[config.mk]
export PLATFORM = sky130hd
export DESIGN_NAME = gn_axis_byte_packer
export DESIGN_NICKNAME = d
export VERILOG_FILES = /design/src/rtl/gn_axis_byte_packer.sv
export SDC_FILE = /design/constraint.sdc
export NUM_CORES = 1
export LEC_CHECK = 0
export CORE_MARGIN = 2
export CORE_UTILIZATION = 30
export CTS_CLUSTER_DIAMETER = 50
export DETAILED_ROUTE_END_ITERATION = 8
export GPL_TIMING_DRIVEN = 0
export PLACE_DENSITY = 0.63
export SLEW_MARGIN = 20
export SYNTH_ARGS = -nofsm -noshare
export SYNTH_HDL_FRONTEND = slang
export SYNTH_SLANG_ARGS = --single-unit
[constraint.sdc]
create_clock -name clk -period 1.7 [get_ports clk]
set_input_delay 0.34 -clock clk [delete_from_list [all_inputs] [get_ports clk]]
set_output_delay 0.34 -clock clk [all_outputs]
set_load 0.03 [all_outputs]
[src/rtl/gn_axis_byte_packer.sv]
// gn_axis_byte_packer: packs narrow AXI-Stream beats little-endian into wide words, flushing partial words on tlast
module gn_axis_byte_packer #(
    parameter int unsigned P_S_AXIS_DWIDTH = 32'd8,
    parameter int unsigned P_M_AXIS_DWIDTH = 32'd32
) (
    input  logic                                           clk,
    input  logic                                           reset,
    input  logic [P_S_AXIS_DWIDTH-1:0]                     s_axis_tdata,
    input  logic                                           s_axis_tvalid,
    input  logic                                           s_axis_tlast,
    output logic                                           s_axis_tready,
    output logic [P_M_AXIS_DWIDTH-1:0]                     m_axis_tdata,
    output logic [P_M_AXIS_DWIDTH/P_S_AXIS_DWIDTH-1:0]     m_axis_tkeep,
    output logic                                           m_axis_tlast,
    output logic                                           m_axis_tvalid,
    input  logic                                           m_axis_tready
);
    localparam int unsigned S  = P_S_AXIS_DWIDTH;
    localparam int unsigned M  = P_M_AXIS_DWIDTH;
    localparam int unsigned N  = M / S;
    localparam int unsigned IW = $clog2(N);
    localparam int unsigned AW = M - S;
    logic [IW-1:0] idx_q, idx_d;
    logic [AW-1:0] acc_q, acc_d;
    logic [M-1:0]  data_q, data_d, lane_w, word_w;
    logic [N-1:0]  keep_q, keep_d, keep_w;
    logic          last_q, last_d, valid_q, valid_d, accept, complete;
    assign s_axis_tready = !reset && (!valid_q || m_axis_tready);
    assign accept        = s_axis_tvalid && s_axis_tready;
    assign complete      = accept && (s_axis_tlast || idx_q == IW'(N - 1));
    assign lane_w        = M'(s_axis_tdata) << (32'(idx_q) * S);
    // accumulator lanes at and above idx are always zero, so OR-ing places the beat
    assign word_w        = {{S{1'b0}}, acc_q} | lane_w;
    for (genvar k = 0; k < N; k++) begin : g_keep
        assign keep_w[k] = idx_q >= IW'(k);
    end
    always_comb begin
        idx_d   = complete ? '0 : accept ? idx_q + 1'b1 : idx_q;
        acc_d   = complete ? '0 : accept ? acc_q | lane_w[AW-1:0] : acc_q;
        data_d  = complete ? word_w : data_q;
        keep_d  = complete ? keep_w : keep_q;
        last_d  = complete ? s_axis_tlast : last_q;
        valid_d = complete || (valid_q && !m_axis_tready);
    end
    always_ff @(posedge clk) begin
        if (reset) begin
            idx_q   <= '0;
            acc_q   <= '0;
            data_q  <= '0;
            keep_q  <= '0;
            last_q  <= 1'b0;
            valid_q <= 1'b0;
        end else begin
            idx_q   <= idx_d;
            acc_q   <= acc_d;
            data_q  <= data_d;
            keep_q  <= keep_d;
            last_q  <= last_d;
            valid_q <= valid_d;
        end
    end
    assign m_axis_tdata  = data_q;
    assign m_axis_tkeep  = keep_q;
    assign m_axis_tlast  = last_q;
    assign m_axis_tvalid = valid_q;
endmodule

==> results of run 1 <==
[power by group]
group	internal, W	leakage (nW)	total (W)	switching (W)
Sequential	0.00154	0.521	0.00157	0.0000262
Clock	0.000858	0.112	0.00145	0.000590
Combinational	0.000184	1.00	0.000473	0.000290
[per-stage QoR]
step	std cells	instance area [µm²]	worst slack [ns]	power (W)	setup TNS (ns)
floorplan	276	2720	0.102	0.00189	0
global placement	435	3360	-0.861	0.00207	-16.03
detailed placement	435	3360	-0.870	0.00208	-16.67
CTS	452	3580	0.000880	0.00350	0
global route	456	3690	0.00281	0.00362	0
finish	456	3690	0.0282	0.00349	0
[path summary, 6_finish.rpt]
kind	depth (start not counted)	from	to	slack, ns
max	1	m_axis_tdata[4]$_SDFFE_PP0P_	m_axis_tdata[4]	0.03
min	2	m_axis_tdata[25]$_SDFFE_PP0P_	m_axis_tdata[25]$_SDFFE_PP0P_	0.46
max reg2reg	6	idx_q[0]$_SDFFE_PP0P_	m_axis_tdata[13]$_SDFFE_PP0P_	0.07
min reg2reg	2	m_axis_tdata[25]$_SDFFE_PP0P_	m_axis_tdata[25]$_SDFFE_PP0P_	0.46
[cell type report]
| cell class | instances | share of cell area, % |
|---|---|---|
| Multi-Input combinational cell | 176 | 33.8 |
| Sequential cell | 64 | 34.9 |
| Buffer | 31 | 5.76 |
| Clock buffer | 10 | 3.73 |
| Clock inverter | 6 | 2.24 |
| Timing Repair Buffer | 57 | 15.5 |
| Inverter | 4 | 0.407 |
| Tap cell | 108 | 3.66 |
[layer usage]
layer	up-vias	wire (µm)	part of all wire (%)	track usage, %
li1	1168	-	-	-
met1	1145	3470	47	20.3
met2	79	3440	46	23.9
met3	9	431	5.8	2.74
met4	0	105	1.4	6.53
met5	-	0	0	0
[cells in the mapped netlist, types with 2 or more instances]
cell type,number
dfxtp_1,64
nor2_1,27
a21oi_1,26
a31oi_1,26
a211oi_2,25
a41oi_1,24
nand2_1,16
clkbuf_1,15
buf_2,9
mux2i_1,8
buf_6,7
inv_1,4
nor2b_1,4
ha_1,3
nand3_1,3
nand2b_1,2
o21a_1,2
o21ai_0,2
[cell families after synthesis]
group                    synth area share, %
buffers and inverters                   7.32
flip-flops                              47.2
multiplexers                            2.95
AO/OA/AOI/OAI                           32.1
AND/OR/NAND/NOR                         9.07
adder cells (fa/ha/maj)                 1.38
[state kept, by name (all words and copies together) (netlist names)]
signal and count:
m_axis_tlast 1, m_axis_tvalid 1, m_axis_tdata 32, idx_q 2, m_axis_tkeep 4, acc_q 24
[repair_timing]
item	in CTS	in global routing
endpoints found under the setup margin	69	71
resized for setup	34	47
pin swaps	0	2
hold endpoints to repair	0	0
hold buffers	0	0
setup buffers	1	5
cloned	0	0
==> out/qor.yml, run 1 <==
run_status:
  status: "completed"
sta:
  max-slew-margin-rel_pct: 50.9
  min_period_over_period_pct: 98.3
  setup_viol: 0
  rsz0062_at_grt: "false"
  slew_violations: 0
  worstMarginPinSlew_ns: 0.736
  fmax_mhz: 598
  fin_skew_ns: 0.00711
  holdWs_ns: 0.457
  hold_viol_final: 0
  min_period_ns: 1.67
placement:
  port_buffers: 51
  hpwlAfterDp_um: 5120
  place_congestion: 0.783
yosys:
  synth.distinct_cells: 27
  syn_nets: 292
  synth_top_area_share_pct: 47.2
  synth_area_leaders: "dfxtp_1 47%, a211oi_2 12%, a41oi_1 7.7%, a31oi_1 6.0%, a21oi_1 4.8%"
  async_reset_ff_share_pct: 0
  ys_warn_count: 0
  synth_top_cell_by_area: "dfxtp_1"
  netlist_area_um2: 2720
  ys_ff_latch: 64
  synth_area_per_cell_um2: 9.84
  synth_edf_count: 0
  synth_ff_type: "dfxtp_1"
  ys_seq_area_share_pct: 47.2
  synthCells: 276
setup_path:
  cp-end-kind: "output pin"
  crit_chain: "clkdlybuf4s50_1"
  cp.arrival_ns: 1.33
  startpoint_type: "register"
  worstSetupPathType: "reg2out"
  crit_path_max_incr_delay_ns: 0.67
  critPathRequiredTime_ns: 1.36
  crit_family: "buffers and inverters"
  worst-path-buf-inv: 1
  cp_slowest_cell: "clkdlybuf4s50_1"
  critPathMaxFanout: 2
floorplanning:
  dieArea_um2: 9830
  core_area_um2: 8760
  fp-row-count: 34
  die_w_um: 99.2
  initial_core_util_pct: 31.0
  ioPinCount: 52
  die_h_um: 99.2
layout:
  drive_above_1_share_pct: 23.3
  final_common_cell: "dfxtp_1"
  final_nets: 359
  syn2layout_area_growth_pct: 35.9
  utilization_pct: 42.1
  diodes: 0
  final_cell_mix: "62 x dfxtp_1, 26 x a21oi_1, 25 x nor2_1, 25 x a31oi_1, 25 x a211oi_2"
  regArea_um2: 1290
  fill_cells: 862
  multi_input_area_um2: 1250
power:
  total_leakage_power_nw: 1.64
  peakVddDrop_mv: 0.351
  power.density_nw_per_um2: 945
global_route:
  track_usage_pct: 15.1
  grt_pass1_vias: 2324
  grt_overflow_total: 0
  grt_pass1_wl_um: 11800
  antenna_found_initial: 0
  grt_start_max_net_pins: 12
drt:
  final_antenna_net_count: 0
  avgRoutedWirePerCell_um: 16.3
  viasPerCell: 5.27
  vias: 2401
  first_pass_iters: 4
  remaining_drc_errors: 0
  wl_um: 7450
  drt_iter0_markers: 153
clock_network:
  cts_buffer_depth: 2
  path_clk_slew_ns: 0.07
  numCtsBuffers: 9
  cts_tree: "built"
  clock-sinks: 64
  clk_latency_ns: 0.34
  htreeDepth: 3
  cts_root_buf: "clkbuf_8"
job:
  cap_violations: 0
hold_path:
  worst_hold_path_type: "reg2reg"
No activity file was read; power rests on OpenSTA's default activity.
==> run 2, diff against run 1 <==
--- a/config.mk
+++ b/config.mk
@@ -9,7 +9,6 @@
 export CORE_UTILIZATION = 30
 export CTS_CLUSTER_DIAMETER = 50
 export DETAILED_ROUTE_END_ITERATION = 8
-export GPL_TIMING_DRIVEN = 0
 export PLACE_DENSITY = 0.63
 export SLEW_MARGIN = 20
 export SYNTH_ARGS = -nofsm -noshare
==> run 2 against run 1 <==
Die area unchanged. Utilization fell by 0.66 points. Count of clock-buffer cells in the layout increased by 2. Final area decreased by 1.6%. Routed wire length fell by 4.1%. Critical endpoint is now s_axis_tready.
==> out/qor.yml, run 2 (synthesized netlist as in run 1, its figures left out) <==
run_status:
  status: "completed"
setup_path:
  cp_slowest_cell: "clkdlybuf4s50_1"
  worst-path-buf-inv: 3
  crit_path_max_incr_delay_ns: 0.46
  cp.arrival_ns: 1.25
  crit_chain: "clkdlybuf4s50_1, buf_4, nor2_1, buf_4"
  critPathRequiredTime_ns: 1.36
  worstSetupPathType: "in2out"
  critPathMaxFanout: 7
  crit_family: "buffers and inverters"
  cp-end-kind: "output pin"
  crit_path_frequent_cell: "buf_4"
  startpoint_type: "input port"
layout:
  utilization_pct: 41.5
  drive_above_1_share_pct: 19.8
  syn2layout_area_growth_pct: 33.8
  final_common_cell: "dfxtp_1"
  final_nets: 345
  largest_reg_flops: 32
  fin_cells: 441
  final_cell_mix: "64 x dfxtp_1, 31 x dlygate4sd2_1, 27 x nor2_1"
  diodes: 0
placement:
  hpwlAfterDp_um: 4660
  port_buffers: 51
  numPlacedInstances: 426
  dp_slack_ns: -0.0477
  place_congestion: 0.783
clock_network:
  path_clk_slew_ns: 0.06
  cts_resized: 31
  clock-sinks: 64
  cts_root_buf: "clkbuf_8"
  htreeDepth: 3
  clk_latency_ns: 0.34
  numCtsBuffers: 9
  cts_buffer_depth: 2
  cts_tree: "built"
  cts_hold_buf: 0
  postCtsSetupBuffers: 0
floorplanning:
  dieArea_um2: 9830
  die_h_um: 99.2
  core_area_um2: 8760
  initial_core_util_pct: 31.0
  die_w_um: 99.2
  ioPinCount: 52
  fp-row-count: 34
power:
  total_leakage_power_nw: 1.47
  power.density_nw_per_um2: 991
  peakVddDrop_mv: 0.388
hold_path:
  worst_hold_path_type: "reg2reg"
job:
  cap_violations: 0
sta:
  max-slew-margin-rel_pct: 73.9
  worstMarginPinSlew_ns: 0.390
  hold_viol_final: 0
  holdWs_ns: 0.450
  min_period_ns: 1.59
  slew_violations: 0
  rsz0062_at_grt: "false"
  setup_viol: 0
  min_period_over_period_pct: 93.4
  fmax_mhz: 630
  finalWorstSetupSlack_ns: 0.112
  fin_skew_ns: 0.00545
drt:
  vias: 2364
  remaining_drc_errors: 0
  viasPerCell: 5.36
  first_pass_iters: 4
  avgRoutedWirePerCell_um: 16.2
  drt_iter0_markers: 127
  wl_um: 7140
  final_antenna_net_count: 0
global_route:
  track_usage_pct: 15.2
  grt_start_max_net_pins: 49
  grt_pass1_wl_um: 11700
  antenna_found_initial: 0
  grt_pass1_vias: 2322
  grt_overflow_total: 0
-- run 2: final cells by class --
cell class / instances / area (µm²)
Clock buffer: 12 / 145
Inverter: 4 / 15.0
Multi-Input combinational cell: 176 / 1250
Fill cell: 861 / 5130
Tap cell: 108 / 135
Sequential cell: 64 / 1280
Timing Repair Buffer: 74 / 722
Clock inverter: 3 / 90.1
-- run 2: path summary, 6_finish.rpt --
kind / startpoint / to / slack [ns] / depth (start not counted)
max reg2reg: idx_q[0]$_SDFFE_PP0P_ / acc_q[13]$_SDFFE_PP0P_ / 0.22 / 5
min: m_axis_tdata[29]$_SDFFE_PP0P_ / m_axis_tdata[29]$_SDFFE_PP0P_ / 0.45 / 2
min reg2reg: m_axis_tdata[29]$_SDFFE_PP0P_ / m_axis_tdata[29]$_SDFFE_PP0P_ / 0.45 / 2
max: reset / s_axis_tready / 0.11 / 4
-- run 2: per-layer routing --
| layer | track usage (%) | share of wire [%] | up-vias |
|---|---|---|---|
| met5 | 0 | 0 | - |
| met4 | 7.90 | 2.0 | 0 |
| met1 | 20.8 | 48 | 1134 |
| li1 | - | - | 1144 |
| met3 | 3.44 | 6.1 | 14 |
| met2 | 22.6 | 44 | 72 |
-- run 2: tightest hold or removal path: stages (launching register included) --
cell     delay, ns
dfxtp_1       0.30
nand2_1       0.05
mux2i_1       0.05
-- run 2: through the flow --
stage | TNS (ns) | total power (W) | instance area (µm²)
after floorplan | 0 | 0.00189 | 2720
after global placement | -0.0119 | 0.00209 | 3420
after detailed placement | -0.590 | 0.00209 | 3420
after CTS | 0 | 0.00364 | 3620
after global routing | 0 | 0.00374 | 3630
final | 0 | 0.00360 | 3630
-- run 2: power breakdown --
| group | switching [W] | internal [W] |
|---|---|---|
| Combinational | 0.000286 | 0.000182 |
| Sequential | 0.0000247 | 0.00155 |
| Clock | 0.000556 | 0.00101 |
==> run 3, diff against run 2 <==
--- a/config.mk
+++ b/config.mk
@@ -5,6 +5,7 @@
 export SDC_FILE = /design/constraint.sdc
 export NUM_CORES = 1
 export LEC_CHECK = 0
+export CORE_ASPECT_RATIO = 1.4
 export CORE_MARGIN = 2
 export CORE_UTILIZATION = 30
 export CTS_CLUSTER_DIAMETER = 50
==> run 3 against run 2 <==
Critical path depth is 3 lower. Final cell count down 0.91%. Utilization rose by 0.17 points. Hold slack gained 0.0039 ns. Non-clock buffer count shrank 3.
==> out/qor.yml, run 3 (synthesized netlist as in run 1, its figures left out) <==
drt:
  drt_iter0_markers: 196
  remaining_drc_errors: 0
  avgRoutedWirePerCell_um: 16.5
  first_pass_iters: 4
  wl_um: 7210
  final_antenna_net_count: 0
  viasPerCell: 5.34
  vias: 2335
clock_network:
  htreeDepth: 3
  numCtsBuffers: 9
  cts_root_buf: "clkbuf_16"
  clk_latency_ns: 0.32
  cts_buffer_depth: 2
  clock-sinks: 64
  cts_hold_buf: 0
  path_clk_slew_ns: 0.05
  postCtsSetupBuffers: 0
  cts_tree: "built"
power:
  p_seq_share_pct: 43.3
  clkPwrFrac_pct: 43.6
  p_sw_share_pct: 25.5
  p_sw_w: 0.000925
  total_leakage_power_nw: 1.69
  p_int_w: 0.00271
  peakVddDrop_mv: 0.604
  combPwrFrac_pct: 13.1
  power_w: 0.00363
  power.density_nw_per_um2: 977
setup_path:
  critPathMaxFanout: 2
  rr_startpoint: "idx_q[0]$_SDFFE_PP0P_"
  crit_chain: "clkdlybuf4s50_1"
  cp_slowest_cell: "clkdlybuf4s50_1"
  cp-end-kind: "output pin"
  crit_path_max_incr_delay_ns: 0.68
  startpoint: "m_axis_tdata[19]$_SDFFE_PP0P_"
  worstSetupPathType: "reg2out"
  startpoint_type: "register"
  crit_family: "buffers and inverters"
  worst-path-buf-inv: 1
  cp.arrival_ns: 1.33
  critPathRequiredTime_ns: 1.36
sta:
  worstMarginPinSlew_ns: 0.401
  hold_viol_final: 0
  rsz0062_at_grt: "false"
  fin_skew_ns: 0.00411
  slew_violations: 0
  min_period_over_period_pct: 98.1
  finalWorstSetupSlack_ns: 0.0322
  setup_viol: 0
  min_period_ns: 1.67
  max-slew-margin-rel_pct: 73.2
  fmax_mhz: 600
job:
  cap_violations: 0
floorplanning:
  die_w_um: 84.4
  initial_core_util_pct: 30.4
  dieArea_um2: 9840
  die_h_um: 117
  core_area_um2: 8930
  ioPinCount: 52
  fp-row-count: 41
layout:
  syn2layout_area_growth_pct: 36.8
  final_common_cell: "dfxtp_1"
  fin_cells: 437
  diodes: 0
  largest_reg_flops: 32
  final_nets: 342
  final_cell_mix: "64 x dfxtp_1, 27 x nor2_1, 26 x a21oi_1, 26 x a31oi_1, 26 x dlymetal6s2s_1"
  drive_above_1_share_pct: 19.4
  fill_cells: 895
  fin_area_um2: 3720
placement:
  placed_area_um2: 3400
  place_congestion: 0.777
  dp_slack_ns: -0.0497
  numPlacedInstances: 422
  port_buffers: 51
  hpwlAfterDp_um: 4690
hold_path:
  worst_hold_path_type: "in2reg"
  min_from: "reset"
global_route:
  track_usage_pct: 14.8
  grt_start_max_net_pins: 51
  grt_overflow_total: 0
  grt_pass1_vias: 2317
  grt_pass1_wl_um: 11300
  antenna_found_initial: 0
run_status:
  status: "completed"
[run 3: cell count changes in the layout (fill, tap and decap cells not counted), sizes merged]
cell	delta
buf	-2
bufinv	-3
clkbuf	-1
clkdlybuf4s50	+5
clkinv	+3
clkinvlp	+1
dlygate4sd2	-25
dlymetal6s2s	+19
[run 3: power by group through the flow]
stage	sequential [W]	combinational, W	clock [W]
5_1_grt	0.00158	0.000506	0.00170
4_1_cts	0.00158	0.000480	0.00162
3_5_place_dp	0.00161	0.000483	0
6_report	0.00157	0.000475	0.00158
2_1_floorplan	0.00167	0.000222	0
3_3_place_gp	0.00161	0.000477	0
[run 3: final timing paths]
kind / to / depth (start not counted) / slack, ns
max: m_axis_tdata[19] / 1 / 0.03
min: m_axis_tdata[20]$_SDFFE_PP0P_ / 3 / 0.45
max reg2reg: m_axis_tdata[19]$_SDFFE_PP0P_ / 5 / 0.26
min reg2reg: m_axis_tdata[29]$_SDFFE_PP0P_ / 2 / 0.46
[run 3: cell type report]
| cell class | instances | area [µm²] | share of cell area (%) |
|---|---|---|---|
| flip-flops and latches | 64 | 1280 | 34.5 |
| multi-input cells | 176 | 1250 | 33.5 |
| repair buffers | 71 | 786 | 21.1 |
| clock buffers | 11 | 233 | 6.26 |
| well taps | 107 | 134 | 3.60 |
| clock inverters | 4 | 22.5 | 0.606 |
| inverters | 4 | 15.0 | 0.404 |
[run 3: per-stage QoR]
stage	hold slack, ns	setup TNS [ns]	util, %
finish	0.454	0	41.6
floorplan	0.441	0	-
detailed placement	0.454	-0.642	38.1
CTS	0.448	0	40.9
global route	0.466	0	41.6
global placement	0.454	-0.0255	38.1
[run 3: repair_timing]
action	in CTS	in global routing
pin swaps	0	0
setup endpoints to repair	6	26
resized for setup	6	26
[run 3: per-layer routing]
layer / GRT usage, % / vias to the layer above / share of wire (%)
met1: 17.6 / 1151 / 44
met4: 5.19 / 0 / 0.61
met5: 0 / - / 0
met3: 3.75 / 2 / 3.5
met2: 25.9 / 45 / 52
li1: - / 1137 / -
